--- src/rtl/adpll_pkg.sv ---
// Shared definitions for the ADPLL lock detector.
// Contents: FSM state encoding, datapath widths, default thresholds and a
// small helper that measures the distance between two DLF codes.
package adpll_pkg;

    localparam int unsigned PERIOD_W = 16;
    localparam int unsigned CODE_W   = 4;
    localparam int unsigned FBCNT_W  = 4;

    localparam int unsigned LOCK_CNT_DEF   = 8;
    localparam int unsigned UNLOCK_CNT_DEF = 2;
    localparam int unsigned CODE_TOL_DEF   = 1;
    localparam int unsigned FB_EXP_DEF     = 1;
    localparam int unsigned TIMEOUT_DEF    = 40000;

    localparam logic [1:0] ST_IDLE    = 2'd0;
    localparam logic [1:0] ST_ACQUIRE = 2'd1;
    localparam logic [1:0] ST_LOCKED  = 2'd2;

    // Absolute difference widened by one bit so the result never wraps
    // (0 against 15 yields 15).
    function automatic logic [CODE_W:0] code_dist(input logic [CODE_W-1:0] a,
                                                  input logic [CODE_W-1:0] b);
        logic [CODE_W:0] wa;
        logic [CODE_W:0] wb;
        wa = {1'b0, a};
        wb = {1'b0, b};
        return (wa >= wb) ? (wa - wb) : (wb - wa);
    endfunction

endpackage

--- src/rtl/sync_edge.sv ---
// Two-flop synchroniser followed by a rising-edge detector.
// Ports:
//   clk   - system clock
//   reset - synchronous, active-high reset
//   din   - asynchronous input
//   pulse - one-cycle pulse, three clocks after a rising edge on din
module sync_edge (
    input  logic clk,
    input  logic reset,
    input  logic din,
    output logic pulse
);

    logic s1;
    logic s2;
    logic s2_d;

    always_ff @(posedge clk) begin
        if (reset) begin
            s1    <= 1'b0;
            s2    <= 1'b0;
            s2_d  <= 1'b0;
            pulse <= 1'b0;
        end else begin
            s1    <= din;
            s2    <= s1;
            s2_d  <= s2;
            pulse <= s2 & ~s2_d;
        end
    end

endmodule

--- src/rtl/adpll_lock_detect.sv ---
// ADPLL lock detector. Every reference period is judged on the number of
// feedback edges it contained and on how far the DLF code moved since the
// previous period; a run of good periods declares lock and a run of bad
// periods while locked drops it. A missing reference forces the idle state.
// Ports:
//   clk, reset  - system clock, synchronous active-high reset
//   ref_in      - asynchronous reference clock
//   fb_in       - asynchronous divided feedback clock
//   code        - DLF control code, sampled on each internal reference edge
//   lock        - loop locked
//   lost_lock   - one-cycle pulse when the locked state is left
//   ref_lost    - no reference edge for TIMEOUT cycles
//   ref_period  - clk cycles in the last complete reference period
//   fb_edges    - feedback edges in the last period (saturating)
//   state       - 0 idle, 1 acquire, 2 locked
module adpll_lock_detect
    import adpll_pkg::*;
#(
    parameter int unsigned LOCK_CNT   = LOCK_CNT_DEF,
    parameter int unsigned UNLOCK_CNT = UNLOCK_CNT_DEF,
    parameter int unsigned CODE_TOL   = CODE_TOL_DEF,
    parameter int unsigned FB_EXP     = FB_EXP_DEF,
    parameter int unsigned TIMEOUT    = TIMEOUT_DEF
) (
    input  logic                clk,
    input  logic                reset,
    input  logic                ref_in,
    input  logic                fb_in,
    input  logic [CODE_W-1:0]   code,
    output logic                lock,
    output logic                lost_lock,
    output logic                ref_lost,
    output logic [PERIOD_W-1:0] ref_period,
    output logic [FBCNT_W-1:0]  fb_edges,
    output logic [1:0]          state
);

    localparam int unsigned RUN_W = 8;

    localparam logic [RUN_W-1:0]    LOCK_V    = RUN_W'(LOCK_CNT);
    localparam logic [RUN_W-1:0]    UNLOCK_V  = RUN_W'(UNLOCK_CNT);
    localparam logic [CODE_W:0]     TOL_V     = (CODE_W + 1)'(CODE_TOL);
    localparam logic [FBCNT_W-1:0]  FB_EXP_V  = FBCNT_W'(FB_EXP);
    localparam logic [PERIOD_W-1:0] TIMEOUT_V = PERIOD_W'(TIMEOUT);

    logic ref_edge;
    logic fb_edge;

    logic [PERIOD_W-1:0] period_cnt;
    logic [FBCNT_W-1:0]  fb_cnt;
    logic [FBCNT_W-1:0]  fb_total;
    logic [CODE_W-1:0]   prev_code;
    logic [RUN_W-1:0]    good_cnt;
    logic [RUN_W-1:0]    bad_cnt;
    logic                period_good;
    logic                timeout_hit;

    sync_edge u_ref_sync (
        .clk   (clk),
        .reset (reset),
        .din   (ref_in),
        .pulse (ref_edge)
    );

    sync_edge u_fb_sync (
        .clk   (clk),
        .reset (reset),
        .din   (fb_in),
        .pulse (fb_edge)
    );

    // A feedback edge coinciding with the reference edge belongs to the
    // window that is closing, so it is folded in before evaluation.
    always_comb begin
        fb_total = fb_cnt;
        if (fb_edge && (fb_cnt != '1)) begin
            fb_total = fb_cnt + 1'b1;
        end
    end

    assign period_good = (fb_total == FB_EXP_V) && (code_dist(code, prev_code) <= TOL_V);
    assign timeout_hit = (period_cnt == TIMEOUT_V);
    assign lock        = (state == ST_LOCKED);

    always_ff @(posedge clk) begin
        if (reset) begin
            period_cnt <= '0;
            fb_cnt     <= '0;
            prev_code  <= '0;
            good_cnt   <= '0;
            bad_cnt    <= '0;
            state      <= ST_IDLE;
            lost_lock  <= 1'b0;
            ref_lost   <= 1'b0;
            ref_period <= '0;
            fb_edges   <= '0;
        end else begin
            lost_lock <= 1'b0;

            if (ref_edge) begin
                period_cnt <= PERIOD_W'(1);
                fb_cnt     <= '0;
            end else begin
                if (period_cnt != '1) begin
                    period_cnt <= period_cnt + 1'b1;
                end
                fb_cnt <= fb_total;
            end

            // A reference edge takes priority over a simultaneous timeout.
            if (ref_edge) begin
                prev_code <= code;
                if (state != ST_IDLE) begin
                    ref_period <= period_cnt;
                    fb_edges   <= fb_total;
                end
                case (state)
                    ST_IDLE: begin
                        state    <= ST_ACQUIRE;
                        ref_lost <= 1'b0;
                        good_cnt <= '0;
                        bad_cnt  <= '0;
                    end
                    ST_ACQUIRE: begin
                        if (!period_good) begin
                            good_cnt <= '0;
                        end else if (good_cnt + 1'b1 == LOCK_V) begin
                            state    <= ST_LOCKED;
                            good_cnt <= '0;
                            bad_cnt  <= '0;
                        end else begin
                            good_cnt <= good_cnt + 1'b1;
                        end
                    end
                    ST_LOCKED: begin
                        if (period_good) begin
                            bad_cnt <= '0;
                        end else if (bad_cnt + 1'b1 == UNLOCK_V) begin
                            state     <= ST_ACQUIRE;
                            good_cnt  <= '0;
                            bad_cnt   <= '0;
                            lost_lock <= 1'b1;
                        end else begin
                            bad_cnt <= bad_cnt + 1'b1;
                        end
                    end
                    default: begin
                        state <= ST_IDLE;
                    end
                endcase
            end else if (timeout_hit) begin
                lost_lock <= (state == ST_LOCKED);
                state     <= ST_IDLE;
                ref_lost  <= 1'b1;
                good_cnt  <= '0;
                bad_cnt   <= '0;
            end
        end
    end

endmodule

--- config.mk ---
export PLATFORM = sky130hd
export DESIGN_NAME = adpll_lock_detect
export DESIGN_NICKNAME = d
export VERILOG_FILES = /design/src/rtl/adpll_pkg.sv /design/src/rtl/sync_edge.sv /design/src/rtl/adpll_lock_detect.sv
export SDC_FILE = /design/constraint.sdc
export NUM_CORES = 1
export LEC_CHECK = 0
export CAP_MARGIN = 0
export CORE_MARGIN = 8
export CORE_UTILIZATION = 25
export CTS_BUF_LIST = sky130_fd_sc_hd__clkbuf_4
export DETAILED_ROUTE_END_ITERATION = 7
export RECOVER_POWER = 25
export SETUP_SLACK_MARGIN = 0.05
export SYNTH_ARGS = -nofsm -noshare
export SYNTH_HDL_FRONTEND = slang
export SYNTH_SLANG_ARGS = --single-unit
--- constraint.sdc ---
create_clock -name clk -period 4.6 [get_ports clk]
set_clock_uncertainty 0.1 [all_clocks]
set_input_delay 0.69 -clock clk [delete_from_list [all_inputs] [get_ports clk]]
set_output_delay 0.69 -clock clk [all_outputs]
set_load 0.01 [all_outputs]
==> run metrics <==
outcome=finished, violations left; failing checks=capacitance limit, slew limit; initial antenna violation count=0; Die ar.=0.01943 sq mm; Crit. End Element=register; min Tclk post-route=roughly 3.2 ns; signal arrival time at the worst endpoint=3.49 ns; cts repair resizes=0; Buffers on Ports=32; Slew Viols, Final=36; Die Span X=about 140 um; count leader, synth=dfxtp_1; Netlist Area Pre-Place=0.003806 sq mm; asr flop ratio synth=0%; critical path fanouts, max=8; yosys warns=0; Max-Cap Viols=1; Hold Vio Cnt, Final=0; later-pin clock latency in the skew report=0.46 ns; area fraction of the dominant cell type after synthesis=a little under two fifths; Vias/cell=4.750; synthesized netlist cell count=approximately 460; CTS Buffer Depth=2; CTS tree=done; Main synth FF type=dfxtp_1; Commonest cells post-synth=dfxtp_1, nand2_1, nor2_1; Area Overhead vs Synth=16.54%; GRT Total Usage=9.370%; dpl cells=between 600 and 700; Yosys reg bits=between 70 and 80; CP Launch Type=input port; DR pass1 iterations=4; largest net degree at the start of global routing=36; Final setup viols=0; f_max=310.4 MHz; Post-layout nets=~500; fraction of layout cells with a size suffix above 1=6.160%; first-pass GRT wire length=14960 um; total core area=approximately 0.015 sq mm; initial drt markers=143; Diodes inserted=0; H-tree levels=3; final wirelength=about 8800 um; Post-synth EDFFs=0; Finished Layout Cells=675; Leak Pwr=1.502 nW; Final period util=between 70% and 80%; Worst Tran Pin Value=1.572 ns; CTS Hold Buffers Added=0; CTS Buf Count=9; Synthesized Nets=484; # clock sinks=72; GR Overflow Total=0; RSZ-0062 raised after global routing=false; Final Wtd Congestion=0.8230; DR WL/cell=13.08 um; Rel. slew slack=-4.785%; pwr dens=254.1 mW/mm^2; starting density of the core=between 20% and 30%; Synth area leader=dfxtp_1; setup total negative slack=0 ns; post-route antenna net violation count=0; clock root cell=clkbuf_4; Fillers=1580; Distinct cells, synth=54; clk slew on worst S/H paths=about 0.12 ns; Worst EP required=4.86 ns; Hold WC Path Type=register to register; vias=3206; Final HPWL DP=around 6500 um; vias in the first global route=3172; post-CTS setup buffer count=0; synthesized area per cell=8.347 sq um; chip height=139.4 um; worst vdd ir=152.8 uV; Site Rows=45; register area share after synthesis=37.87%; number of I/O pins=33; Setup Crit Path Kind=input port to register; DRC violation count after routing=0; top post-synthesis cells by area=dfxtp_1, ha_1, nand2_1
routing by layer:
| metal | vias to the layer above | global-route usage (%) | wire length (um) | share of wire, % |
|---|---|---|---|---|
| li1 | 1649 | - | - | - |
| met1 | 1478 | 12.04 | 4382 | 50 |
| met2 | 61 | 14.44 | 3824 | 43 |
| met3 | 18 | 2.668 | 418 | 4.7 |
| met4 | 0 | 3.813 | 201 | 2.3 |
| met5 | - | 0 | 0 | 0 |
cells by family after synthesis:
| kind of cell | after synthesis | synth area share (%) |
|---|---|---|
| compound gates | 89 | 16.83 |
| xor+xnor | 15 | 3.452 |
| fa+ha+maj | 20 | 6.969 |
| buf+inv | 49 | 4.931 |
| flops | 72 | 37.87 |
| mux | 9 | 2.400 |
| simple gates | 202 | 27.55 |
layout by cell type, fill, tap and decap left out, types with 8 or more instances in the layout:
| master | count |
|---|---|
| clkbuf_4 | 9 |
| nand2_1 | 48 |
| nor2b_1 | 15 |
| nand3_1 | 19 |
| a21oi_1 | 30 |
| dfxtp_1 | 72 |
| ha_1 | 18 |
| inv_1 | 30 |
| xnor2_1 | 8 |
| a211oi_1 | 15 |
| nand2b_1 | 11 |
| nor2_1 | 45 |
| and3_1 | 11 |
| nand4_1 | 10 |
| clkdlybuf4s50_1 | 31 |
| o21ai_0 | 11 |
| mux2i_1 | 8 |
through the flow:
stage | hold WS (ns) | util (%) | worst slack, ns | power (mW) | instance area, sq um
after global placement | 0.2737 | 28.58 | 1.001 | 0.7177 | 4297
after detailed placement | 0.2831 | 28.58 | 0.8737 | 0.7201 | 4297
after global routing | 0.3312 | 29.50 | 1.090 | 1.179 | 4436
after floorplan | 0.2674 | - | 1.581 | 0.7005 | 3806
final | 0.3015 | 29.50 | 1.378 | 1.127 | 4436
after CTS | 0.3013 | 29.56 | 1.397 | 1.142 | 4444
power by group:
part	internal (mW)	switching [mW]
registers	0.629	0.00614
clock network	0.169	0.252
logic	0.0276	0.0424
final cells by class:
cell class | instances | area, sq um | area share (%)
multi-input combinational | 335 | 2177 | 49.08
tap | 188 | 235.2 | 5.303
clock inverter | 7 | 80.08 | 1.805
timing repair buffer | 34 | 321.6 | 7.250
sequential | 72 | 1441 | 32.50
clock buffer | 9 | 67.56 | 1.523
inverter | 30 | 112.6 | 2.539
path summary, 6_finish.rpt:
check                                  from                    endpoint  slack [ns]  depth (start not counted)
hold / removal    u_fb_sync.s2_d$_SDFF_PP0_  u_fb_sync.pulse$_SDFF_PP0_        0.30                          1
hold reg to reg   u_fb_sync.s2_d$_SDFF_PP0_  u_fb_sync.pulse$_SDFF_PP0_        0.30                          1
setup reg to reg  prev_code[0]$_SDFFE_PP0P_     bad_cnt[3]$_SDFFE_PP0P_        1.75                         10
setup / recovery                    code[0]     bad_cnt[3]$_SDFFE_PP0P_        1.38                         12
state kept, by name, summed over array words and instances (netlist names), 2 cells and up:
register    flops
prev_code       4
ref_period     16
bad_cnt         8
fb_cnt          4
state           2
period_cnt     16
fb_edges        4
good_cnt        8
worst max-delay path, stage by stage:
cell	delay, ns
clkdlybuf4s50_1	0.44
inv_1	0.07
ha_1	0.17
inv_1	0.06
fa_1	0.40
nor3_1	0.24
nand3_1	0.13
o211ai_1	0.33
a311oi_4	0.12
a21oi_2	0.37
o211ai_1	0.28
o32ai_1	0.17
Power figures use the tool's default switching activity.
==> RTL change (same settings) <==
Register the inputs `ref_in`, `fb_in` and `code` before use. The logic sees them one clock later.
--- a/src/rtl/adpll_lock_detect.sv
+++ b/src/rtl/adpll_lock_detect.sv
@@ -44,4 +44,14 @@
     localparam logic [PERIOD_W-1:0] TIMEOUT_V = PERIOD_W'(TIMEOUT);
 
+    logic ref_q;
+    logic fb_q;
+    logic [CODE_W-1:0] code_q;
+
+    always_ff @(posedge clk) begin
+        ref_q  <= ref_in;
+        fb_q   <= fb_in;
+        code_q <= code;
+    end
+
     logic ref_edge;
     logic fb_edge;
@@ -59,5 +69,5 @@
         .clk   (clk),
         .reset (reset),
-        .din   (ref_in),
+        .din   (ref_q),
         .pulse (ref_edge)
     );
@@ -66,5 +76,5 @@
         .clk   (clk),
         .reset (reset),
-        .din   (fb_in),
+        .din   (fb_q),
         .pulse (fb_edge)
     );
@@ -79,5 +89,5 @@
     end
 
-    assign period_good = (fb_total == FB_EXP_V) && (code_dist(code, prev_code) <= TOL_V);
+    assign period_good = (fb_total == FB_EXP_V) && (code_dist(code_q, prev_code) <= TOL_V);
     assign timeout_hit = (period_cnt == TIMEOUT_V);
     assign lock        = (state == ST_LOCKED);
@@ -110,5 +120,5 @@
             // A reference edge takes priority over a simultaneous timeout.
             if (ref_edge) begin
-                prev_code <= code;
+                prev_code <= code_q;
                 if (state != ST_IDLE) begin
                     ref_period <= period_cnt;
Check against the original RTL: not equivalent (a bounded check fails within 10 cycles, from zero or initial values and one cycle with reset high).
==> RTL change against the original RTL <==
- register-to-register slack got worse by 350 ps
- highest routed layer unchanged
- wire length down 5.3%
- fmax increased by 0.80%
- first-iteration DRC count grew 65%
- synthesized area down 4.2%
- power up 9.7%
- sequential cell count rose by 6
- sequential power up 9.0%
- worst setup slack better by 25 ps
- cell area fell by 3.1%
==> RTL change: results (changes against the original RTL) <==
status=complete, no violations; Clock transition at path regs=140 ps (+20 ps); number of global-route vias before repair=3023 (-4.7%); Cell Area, Placed=4140 µm² (-3.7%); Max-Slew Margin vs Limit=16.5% (+21 points); Comb. pwr=0.0000719 W (+3%); Hold WC Path Type=reg -> reg; pwr/cell area=288 nW/µm² (+13%); fin crit share=69.5% (-0.55 points); Vias=3050 (-4.9%); Syn Nets=456 (-5.8%); register area share after synthesis=42.8% (+5.0 points); Synth area leaders=dfxtp_1 43%, nand2_1 5.5%, ha_1 4.8%, a21oi_1 4.1%, nor2_1 4.0%; share of cells above drive strength 1=5.17% (-0.99 points); CP peak stage delay=650 ps (+210 ps); overall routing resource usage=9.60% (+0.23 points); routability cong.=0.845 (+2.7%); Top Metal Used=met4; DR WL/cell=12.9 µm (-1.4%); peak supply drop=0.000132 V (-14%); Clock Latency Late Sink=420 ps (-40 ps); Nets=483 (-5.3%); met1 usage=12.4% (+0.34 points); Mapped Cells=432 (-5.3%); Pleak=1.50 nW (about the same); reg2reg end=good_cnt[6]$_SDFFE_PP0P_; met3 Use GR=3.05% (+0.38 points); RR Startpoint=code_q[0]$_DFF_P_; Worst Reg-to-Reg Cells=9 (-1); count of different cell masters after synthesis=52 (-3.7%); DRT Wirelength=8.36 mm (-5.3%); Met1 Wirelength=4.10 mm (-6.5%); sequential share of power=56.0% (-0.4 points); Slowest-stage cell, CP=a311oi_2; ant diodes=0 (unchanged); CP Max Fanout=11 (+3); worst slack, placed=1400 ps (+523 ps); routed wl met3=412 µm (-1.4%); M2 GR Usage=14.7% (+0.21 points); WS Path Type=reg -> reg; wire length on met2=3.72 mm (-2.8%); dpl cells=632 (-4.1%); synth cell count leaders=78 x dfxtp_1, 53 x nand2_1, 39 x nor2_1, 30 x a21oi_1, 26 x nand3_1; Starting DRT DRC Count=236 (+65%); Worst EP arrival=3460 ps (-30 ps)
## RTL change: cell count changes in the layout (fill, tap and decap cells not counted), moves of 7 or more
| cell | delta |
|---|---|
| nand3_1 | +7 |
| a211oi_1 | -11 |
| nand2b_1 | -7 |
| inv_1 | -8 |
| dlygate4sd3_1 | +7 |
## RTL change: logic make-up (layout without fill, tap and decap cells)
group | after synthesis | count (layout) | synth area share, %
xor+xnor | 19 | 19 | 4.56
simple gates | 183 | 183 | 24.4
compound gates | 89 | 89 | 16.2
fa+ha+maj | 16 | 16 | 5.90
buf+inv | 41 | 73 | 4.53
flops | 78 | 78 | 42.8
mux | 6 | 6 | 1.65
## RTL change: cell type report
class,count,area [µm²]
well taps,184,230
fillers,1503,10100
inverters,22,82.6
repair buffers,35,339
flip-flops and latches,78,1560
multi-input cells,313,1920
clock inverters,7,97.6
clock buffers,9,67.6
## RTL change: worst min path at each step
stage                                    from                    endpoint  slack [ps]
global placement    u_fb_sync.s2_d$_SDFF_PP0_  u_fb_sync.pulse$_SDFF_PP0_         270
floorplan           u_fb_sync.s2_d$_SDFF_PP0_  u_fb_sync.pulse$_SDFF_PP0_         270
finish              u_fb_sync.s2_d$_SDFF_PP0_  u_fb_sync.pulse$_SDFF_PP0_         290
detailed placement  u_fb_sync.s2_d$_SDFF_PP0_  u_fb_sync.pulse$_SDFF_PP0_         270
CTS                 u_fb_sync.s2_d$_SDFF_PP0_  u_fb_sync.pulse$_SDFF_PP0_         290
global route        u_fb_sync.s2_d$_SDFF_PP0_  u_fb_sync.pulse$_SDFF_PP0_         300
## RTL change: worst max-delay path, delay by kind of cell, from the launching register on
family / cells / cell delay, ps
AOI/OAI and AO/OA: 3 / 1130
adders and majority gates: 2 / 620
buffers and inverters: 2 / 130
DFF: 1 / 370
and+or+nand+nor: 2 / 800
